==> src/rtl/alu32_pass_sequencer.sv <==
// alu32_pass_sequencer
//   Runs a 32-bit ALU request as two passes through a shared 16-bit
//   combinational ALU: the low half first, then the high half. Carry and
//   shift bits are chained between the two passes.
//
//   Optional build macro: ALUSEQ_OVERFLOW_EN adds the rsp_ovf output.
//
// Ports
//   clk, rst             clock (rising edge), asynchronous active-high reset
//   cmd_valid/cmd_ready  request handshake (ready only while idle)
//   cmd_fs/a/b/cin       request: function select, operands, carry-in
//   alu_fs/a/b/cin       drive to the shared ALU (zero when no pass is active)
//   alu_f/alu_cout       ALU result and carry-out
//   rsp_valid/rsp_ready  response handshake
//   rsp_f/rsp_cout       32-bit result, final carry or shifted-out bit
//   rsp_ovf              signed overflow for add/subtract (optional)
module alu32_pass_sequencer #(
   parameter int unsigned HALF_W = 16
) (
   input  logic                  clk,
   input  logic                  rst,
   input  logic                  cmd_valid,
   output logic                  cmd_ready,
   input  logic [4:0]            cmd_fs,
   input  logic [2*HALF_W-1:0]   cmd_a,
   input  logic [2*HALF_W-1:0]   cmd_b,
   input  logic                  cmd_cin,
   output logic [4:0]            alu_fs,
   output logic [HALF_W-1:0]     alu_a,
   output logic [HALF_W-1:0]     alu_b,
   output logic                  alu_cin,
   input  logic [HALF_W-1:0]     alu_f,
   input  logic                  alu_cout,
   output logic                  rsp_valid,
   input  logic                  rsp_ready,
   output logic [2*HALF_W-1:0]   rsp_f,
   output logic                  rsp_cout
`ifdef ALUSEQ_OVERFLOW_EN
   ,
   output logic                  rsp_ovf
`endif
);

   localparam int unsigned W = 2 * HALF_W;

   localparam logic [4:0] FS_ADD_CIN = 5'b10000;
   localparam logic [4:0] FS_NEG     = 5'b10001;
   localparam logic [4:0] FS_INC     = 5'b10010;
   localparam logic [4:0] FS_CIN_SUB = 5'b10011;
   localparam logic [4:0] FS_ADD     = 5'b10100;
   localparam logic [4:0] FS_NOTA_B  = 5'b10101;
   localparam logic [4:0] FS_SUB     = 5'b10110;

   typedef enum logic [1:0] {S_IDLE, S_LO, S_HI, S_RESP} state_t;

   state_t              state, next_state;
   logic [4:0]          fs_q;
   logic [W-1:0]        a_q, b_q;
   logic                cin_q;
   logic [HALF_W-1:0]   res_lo, res_hi;
   logic                c_lo;
   logic                cout_q;
   logic                ovf_q;

   logic is_logic, is_shl, is_shr, is_neg, is_inc;

   assign is_logic = ~fs_q[4];
   assign is_shl   = (fs_q[4:3] == 2'b11) & ~fs_q[0];
   assign is_shr   = (fs_q[4:3] == 2'b11) &  fs_q[0];
   assign is_neg   = (fs_q == FS_NEG) | (fs_q == FS_CIN_SUB);
   assign is_inc   = (fs_q == FS_INC);

   assign cmd_ready = (state == S_IDLE);
   assign rsp_valid = (state == S_RESP);
   assign rsp_f     = {res_hi, res_lo};
   assign rsp_cout  = cout_q;
`ifdef ALUSEQ_OVERFLOW_EN
   assign rsp_ovf   = ovf_q;
`endif

   always_ff @(posedge clk or posedge rst) begin
      if (rst) state <= S_IDLE;
      else     state <= next_state;
   end

   always_comb begin
      next_state = state;
      alu_fs     = '0;
      alu_a      = '0;
      alu_b      = '0;
      alu_cin    = 1'b0;
      unique case (state)
         S_IDLE: if (cmd_valid) next_state = S_LO;
         S_LO: begin
            alu_fs     = fs_q;
            alu_a      = a_q[HALF_W-1:0];
            alu_b      = b_q[HALF_W-1:0];
            alu_cin    = is_logic ? 1'b0 : cin_q;
            next_state = S_HI;
         end
         S_HI: begin
            alu_fs  = fs_q;
            alu_a   = a_q[W-1:HALF_W];
            alu_b   = b_q[W-1:HALF_W];
            alu_cin = c_lo;
            if (is_logic) alu_cin = 1'b0;
            // A+1+Cin: the +1 belongs to the low half only.
            if (is_inc) alu_fs = FS_ADD_CIN;
            // Negations continue as ~A_hi + carry.
            if (is_neg) begin
               alu_fs = FS_NOTA_B;
               alu_b  = '0;
            end
            if (is_shl) alu_cin = a_q[HALF_W-1];
            // Shift right: the upper half takes the request carry-in as its MSB.
            if (is_shr) alu_cin = cin_q;
            next_state = S_RESP;
         end
         S_RESP: if (rsp_ready) next_state = S_IDLE;
         default: next_state = S_IDLE;
      endcase
   end

   always_ff @(posedge clk or posedge rst) begin
      if (rst) begin
         fs_q   <= '0;
         a_q    <= '0;
         b_q    <= '0;
         cin_q  <= 1'b0;
         res_lo <= '0;
         res_hi <= '0;
         c_lo   <= 1'b0;
         cout_q <= 1'b0;
         ovf_q  <= 1'b0;
      end else begin
         unique case (state)
            S_IDLE: if (cmd_valid) begin
               fs_q  <= cmd_fs;
               a_q   <= cmd_a;
               b_q   <= cmd_b;
               cin_q <= cmd_cin;
            end
            S_LO: begin
               // Shift right: the low half's MSB comes from the high half's LSB.
               res_lo <= is_shr ? {a_q[HALF_W], alu_f[HALF_W-2:0]} : alu_f;
               c_lo   <= alu_cout;
            end
            S_HI: begin
               res_hi <= alu_f;
               if (is_logic)    cout_q <= 1'b0;
               else if (is_shl) cout_q <= a_q[W-1];
               else if (is_shr) cout_q <= a_q[0];
               else             cout_q <= alu_cout;
               if (fs_q == FS_ADD)
                  ovf_q <= (a_q[W-1] == b_q[W-1]) & (alu_f[HALF_W-1] != a_q[W-1]);
               else if (fs_q == FS_SUB)
                  ovf_q <= (a_q[W-1] != b_q[W-1]) & (alu_f[HALF_W-1] != a_q[W-1]);
               else
                  ovf_q <= 1'b0;
            end
            default: ;
         endcase
      end
   end

endmodule
==> config.mk <==
export PLATFORM = sky130hd
export DESIGN_NAME = alu32_pass_sequencer
export DESIGN_NICKNAME = d
export VERILOG_FILES = /design/src/rtl/alu32_pass_sequencer.sv
export SDC_FILE = /design/constraint.sdc
export NUM_CORES = 1
export LEC_CHECK = 0
export CORE_ASPECT_RATIO = 1.5
export CORE_MARGIN = 8
export CORE_UTILIZATION = 32
export DETAILED_ROUTE_END_ITERATION = 6
export HOLD_SLACK_MARGIN = 0.08
export PLACE_DENSITY = 0.64
export SLEW_MARGIN = 15
export SYNTH_ARGS = -nofsm -noshare
export SYNTH_HDL_FRONTEND = slang
export SYNTH_SLANG_ARGS = --single-unit
export TNS_END_PERCENT = 50
==> constraint.sdc <==
create_clock -name clk -period 3.25 [get_ports clk]
set_input_delay 0.4875 -clock clk [delete_from_list [all_inputs] [get_ports clk]]
set_output_delay 0.4875 -clock clk [all_outputs]
set_load 0.1 [all_outputs]
==> results.txt, run 1 <==
outcome: finished clean
Max FO, Critical Path: 16
starting DRC count in detailed routing: 77
setup TNS: 0 ns
final net count: 578
Worst-Skew Late Latency: 0.34 ns
routed vias: 3165
worst path cell trace: inv_1 > ha_1 > and2_1 > a22o_1 > buf_12
Fillers: 1225
max frequency: 336 MHz
setup slack, reg-to-reg: 1.44 ns
post-CTS setup buffer count: 0
share of post-route cells with drive strength above 1: 0.372
transition time at the pin with the least slew margin: 1.02 ns
total die area: 18500 um^2
Distinct cells, synth: 25
Fin. Hold Viols: 0
CP endpoint kind: primary output
die width: 114 um
CTS Buf Count: 9
post-route clock period utilization: 0.916
TritonRoute pass-1 iters: 4
Net Count, Synth: 416
Post-Route WL: 12800 um
most common cell after layout, fill and taps aside: clkdlybuf4s50_1
# IOs: 164
global-route wire length before repair: 20400 um
Min-Delay Endpoint: rsp_cout
Critical Path Source: state[1]
Synth Flop Type: dfrtp_1
largest net degree at the start of global routing: 50
DRT antenna net count: 0
Final setup viols: 0
Clock Sinks: 106
sequential area share after synthesis: 0.580
Synth Register Bits: 106
most frequent cells in the layout: clkdlybuf4s50_1 (118), dfrtp_1 (106), mux2_2 (104), buf_12 (39), nor2b_1 (17)
H-tree levels: 3
synthesized area: 4570 um^2
reg2reg path depth: 4
Core ar.: 14000 um^2
CTS tree: built
I/O Buffers: 163
global route overflow: 0
WP buf/inv: 2
clk buf depth: 2
dpl hpwl: 9790 um
Crit path max-delay family: simple AND/OR/NAND/NOR gates
wire per inst: 18.8 um
Worst R2R End: res_lo[2]
number of flops mapped to enable cells by yosys: 0
GP Congestion: 0.747
Cells after Synth: 320
row cnt: 53
Setup Skew: 0.00820 ns
R2R Path Start: state[1]
Resized cells post-CTS: 0
Worst Hold Class: register to register
CTS Root Cell: clkbuf_16
critical path depth: 5
kind of critical path: register to primary output
Tmin final: 2.98 ns
Required @ worst endpoint: 2.76 ns
Avg Inst Size Synth: 14.3 um^2
CP max stage delay: 0.61 ns
die height: 162 um
synth warn: 0
area grow syn2layout: 55.3%
antenna violations before repair: 0
worst hold path depth: 1
clock transition time at the flip-flop clock pins of the worst setup and hold paths: 0.07 ns
Hold Crit Start: rsp_cout
FFs w/ async S/R, synth: 1.00
DRC viols: 0
# hold bufs at CTS: 0
antenna cell count: 0
Initial Util: 0.327
max-slew violation count: 0
vias in the first global route: 3604
crit start category: register
maxcap violations: 0
GRT Util Overall: 0.142
Worst Path Arrival: 2.49 ns
Crit-path slowest cell: and2_1
worst rel slew slack: 0.316
DR vias/cell: 4.66
RSZ-0062 raised after global routing: false
==> synthesized netlist by cell type (2+ instances only) <==
cell type | count | share of area
a21oi_1 | 4 | 0.0044
a22o_1 | 16 | 0.031
a22oi_1 | 16 | 0.026
and2_1 | 4 | 0.0055
buf_2 | 15 | 0.016
clkbuf_1 | 5 | 0.0041
dfrtp_1 | 106 | 0.58
ha_1 | 5 | 0.014
inv_1 | 7 | 0.0057
mux2_2 | 104 | 0.26
mux2i_1 | 3 | 0.0066
nand2_1 | 4 | 0.0033
nor2_1 | 2 | 0.0016
nor2b_1 | 17 | 0.023
o21a_1 | 2 | 0.0033
==> stage by stage <==
| stage | worst slack, ns | hold WS, ns | utilization | area (um^2) | cells |
|---|---|---|---|---|---|
| 2_1_floorplan | 0.102 | 0.473 | - | 4580 | 320 |
| 3_3_place_gp | 0.688 | 0.476 | 0.486 | 6800 | 663 |
| 3_5_place_dp | 0.624 | 0.472 | 0.486 | 6800 | 663 |
| 4_1_cts | 0.226 | 0.502 | 0.508 | 7100 | 679 |
| 5_1_grt | 0.0637 | 0.524 | 0.508 | 7100 | 679 |
| 6_report | 0.274 | 0.501 | 0.508 | 7100 | 679 |
==> sequential cells by signal (all words and copies together) (netlist names) <==
register and cells:
a_q 32, res_hi 16, rsp_cout 1, cin_q 1, c_lo 1, fs_q 5, res_lo 16, state 2
b_q 32
==> worst reg2reg max path, cell delays in order, from the launching register on <==
cell and delay (ns):
dfrtp_1 0.41, inv_1 0.11, ha_2 0.37, buf_4 0.40, mux2_2 0.41
==> how the worst max path moves through the flow <==
stage / end
2_1_floorplan: alu_fs[1]
3_3_place_gp: alu_b[9]
3_5_place_dp: alu_b[14]
4_1_cts: alu_b[0]
5_1_grt: alu_b[15]
6_report: alu_b[0]
==> cell families after synthesis <==
group / synth area share
compound gates: 0.0730
fa+ha+maj: 0.0137
buf+inv: 0.0287
flops: 0.580
mux: 0.263
simple gates: 0.0421
==> final cells by class <==
class	instances	area, um^2	share of cell area
Clock inverter	7	76.3	0.0107
Clock buffer	9	225	0.0317
Inverter	7	30.0	0.00423
Sequential cell	106	2650	0.374
Multi-Input combinational cell	186	1800	0.254
Tap cell	192	240	0.0338
Timing Repair Buffer	172	2070	0.292
==> layer usage <==
layer,up-vias,track usage,part of all wire
met4,0,0.0511,0.017
met3,13,0.0438,0.063
met2,86,0.254,0.55
met1,1602,0.154,0.37
li1,1464,-,-
met5,-,0,0
Power of run 1 is not shown: default switching activity piles up to over one toggle a cycle in this logic, so the estimate is an artifact.
==> run 2, diff against run 1 <==
Settings changed: CORE_UTILIZATION 32 to 41, GPL_ROUTABILITY_DRIVEN set to 0, PLACE_DENSITY 0.64 to 0.78.
==> run 2 against run 1 <==
Die area is 19% lower. Via count rose by 0.92%. Global-route usage increased by 3.4 points. Final area decreased by 2.6%. Register-to-register slack got worse by 0.24 ns. Fmax up 5.2%. Worst hold slack got worse by 0.0092 ns. Sequential share of layout area rose by 1.0 points. Clock skew rose by 0.0030 ns. Count of clock-buffer cells in the layout increased by 2. Final cell count fell by 6.8%. Critical path depth up 1.
==> results.txt, run 2 (synthesis gave the netlist of run 1 again) <==
TritonRoute pass-1 iters: 4
Core Util, Final: 0.632
Fillers: 865
antenna violations before repair: 2
post-route clock period utilization: 0.870
wire per inst: 20.0 um
Post-Route WL: 12700 um
total die area: 14900 um^2
crit start category: register
die width: 102 um
area of the multi-input gates: 1810 um^2
RSZ-0062 raised after global routing: false
worst rel slew slack: 0.308
CP max stage delay: 0.43 ns
Crit-path slowest cell: ha_2
WP buf/inv: 3
# IOs: 164
Worst Hold Class: register to register
Top Registers: a_q: 32 flops, b_q: 32 flops
global route overflow: 0
Clock Sinks: 106
Setup Skew: 0.0112 ns
global-route wire length before repair: 19700 um
area taken by flip-flops and latches: 2650 um^2
I/O Buffers: 163
vias in the first global route: 3569
dpl hpwl: 9450 um
most frequent cells in the layout: clkdlybuf4s50_1 (120), dfrtp_1 (106), mux2_2 (104), buf_12 (31), buf_4 (18)
# hold bufs at CTS: 0
max frequency: 354 MHz
clk buf depth: 2
Resized cells post-CTS: 0
most common cell after layout, fill and taps aside: clkdlybuf4s50_1
Fin. Hold Viols: 0
transition time at the pin with the least slew margin: 1.03 ns
Required @ worst endpoint: 2.76 ns
kind of critical path: register to primary output
row cnt: 47
Worst Path Arrival: 2.34 ns
CP endpoint kind: primary output
largest net degree at the start of global routing: 77
GRT Util Overall: 0.176
Tmin final: 2.83 ns
Core ar.: 10900 um^2
max-slew violation count: 0
CTS Buf Count: 9
routed vias: 3194
outcome: finished clean
area grow syn2layout: 51.2%
Final setup viols: 0
post-CTS setup buffer count: 0
worst path cell trace: inv_1 > ha_2 > buf_4 > a22oi_1 > nor2b_1 > buf_12
share of post-route cells with drive strength above 1: 0.362
H-tree levels: 3
Initial Util: 0.418
Max FO, Critical Path: 23
Worst-Skew Late Latency: 0.35 ns
CTS Root Cell: clkbuf_16
setup TNS: 0 ns
Crit path max-delay family: buffers and inverters
clock transition time at the flip-flop clock pins of the worst setup and hold paths: 0.07 ns
starting DRC count in detailed routing: 58
final instance area: 6920 um^2
DR vias/cell: 5.05
maxcap violations: 0
die height: 145 um
DRT antenna net count: 0
DRC viols: 0
Post-Place Cell Area: 6630 um^2
CTS tree: built
final net count: 575
run 2: stage by stage:
stage                     worst slack (ns)  hold WS, ns  instances
after floorplan                      0.102        0.473        320
after global routing                 0.310        0.516        633
after global placement               0.813        0.467        615
after CTS                            0.389        0.496        631
final                                0.421        0.492        633
after detailed placement             0.764        0.481        615
run 2: routing by layer:
metal  track usage  share of wire
met5             0              0
met4        0.0900          0.033
met3        0.0560          0.056
met2         0.304           0.54
met1         0.182           0.37
run 2: worst register-to-register path, stage by stage, from the launching register on:
cell	delay, ns
dfrtp_1	0.38
inv_1	0.11
ha_1	0.30
nand2_4	0.71
mux2_2	0.44
run 2: final cells by class:
class,count,share of cell area
clock buffer,11,0.0351
timing repair buffer,169,0.283
sequential,106,0.384
inverter,7,0.00434
clock inverter,5,0.00543
antenna,2,0.000724
multi-input combinational,186,0.261
tap,147,0.0266
run 2: final timing paths:
path / to / slack (ns) / start / cells after the start
min: rsp_cout / 0.49 / rsp_cout / 1
max reg2reg: b_q[0] / 1.20 / state[0] / 4
max in group asynchronous: a_q[7] / 1.84 / rst / 3
min reg2reg: rsp_cout / 0.49 / rsp_cout / 1
max: alu_a[15] / 0.42 / state[0] / 6
min in group asynchronous: b_q[27] / 0.59 / rst / 2
Power of run 2 is left out for the same reason.
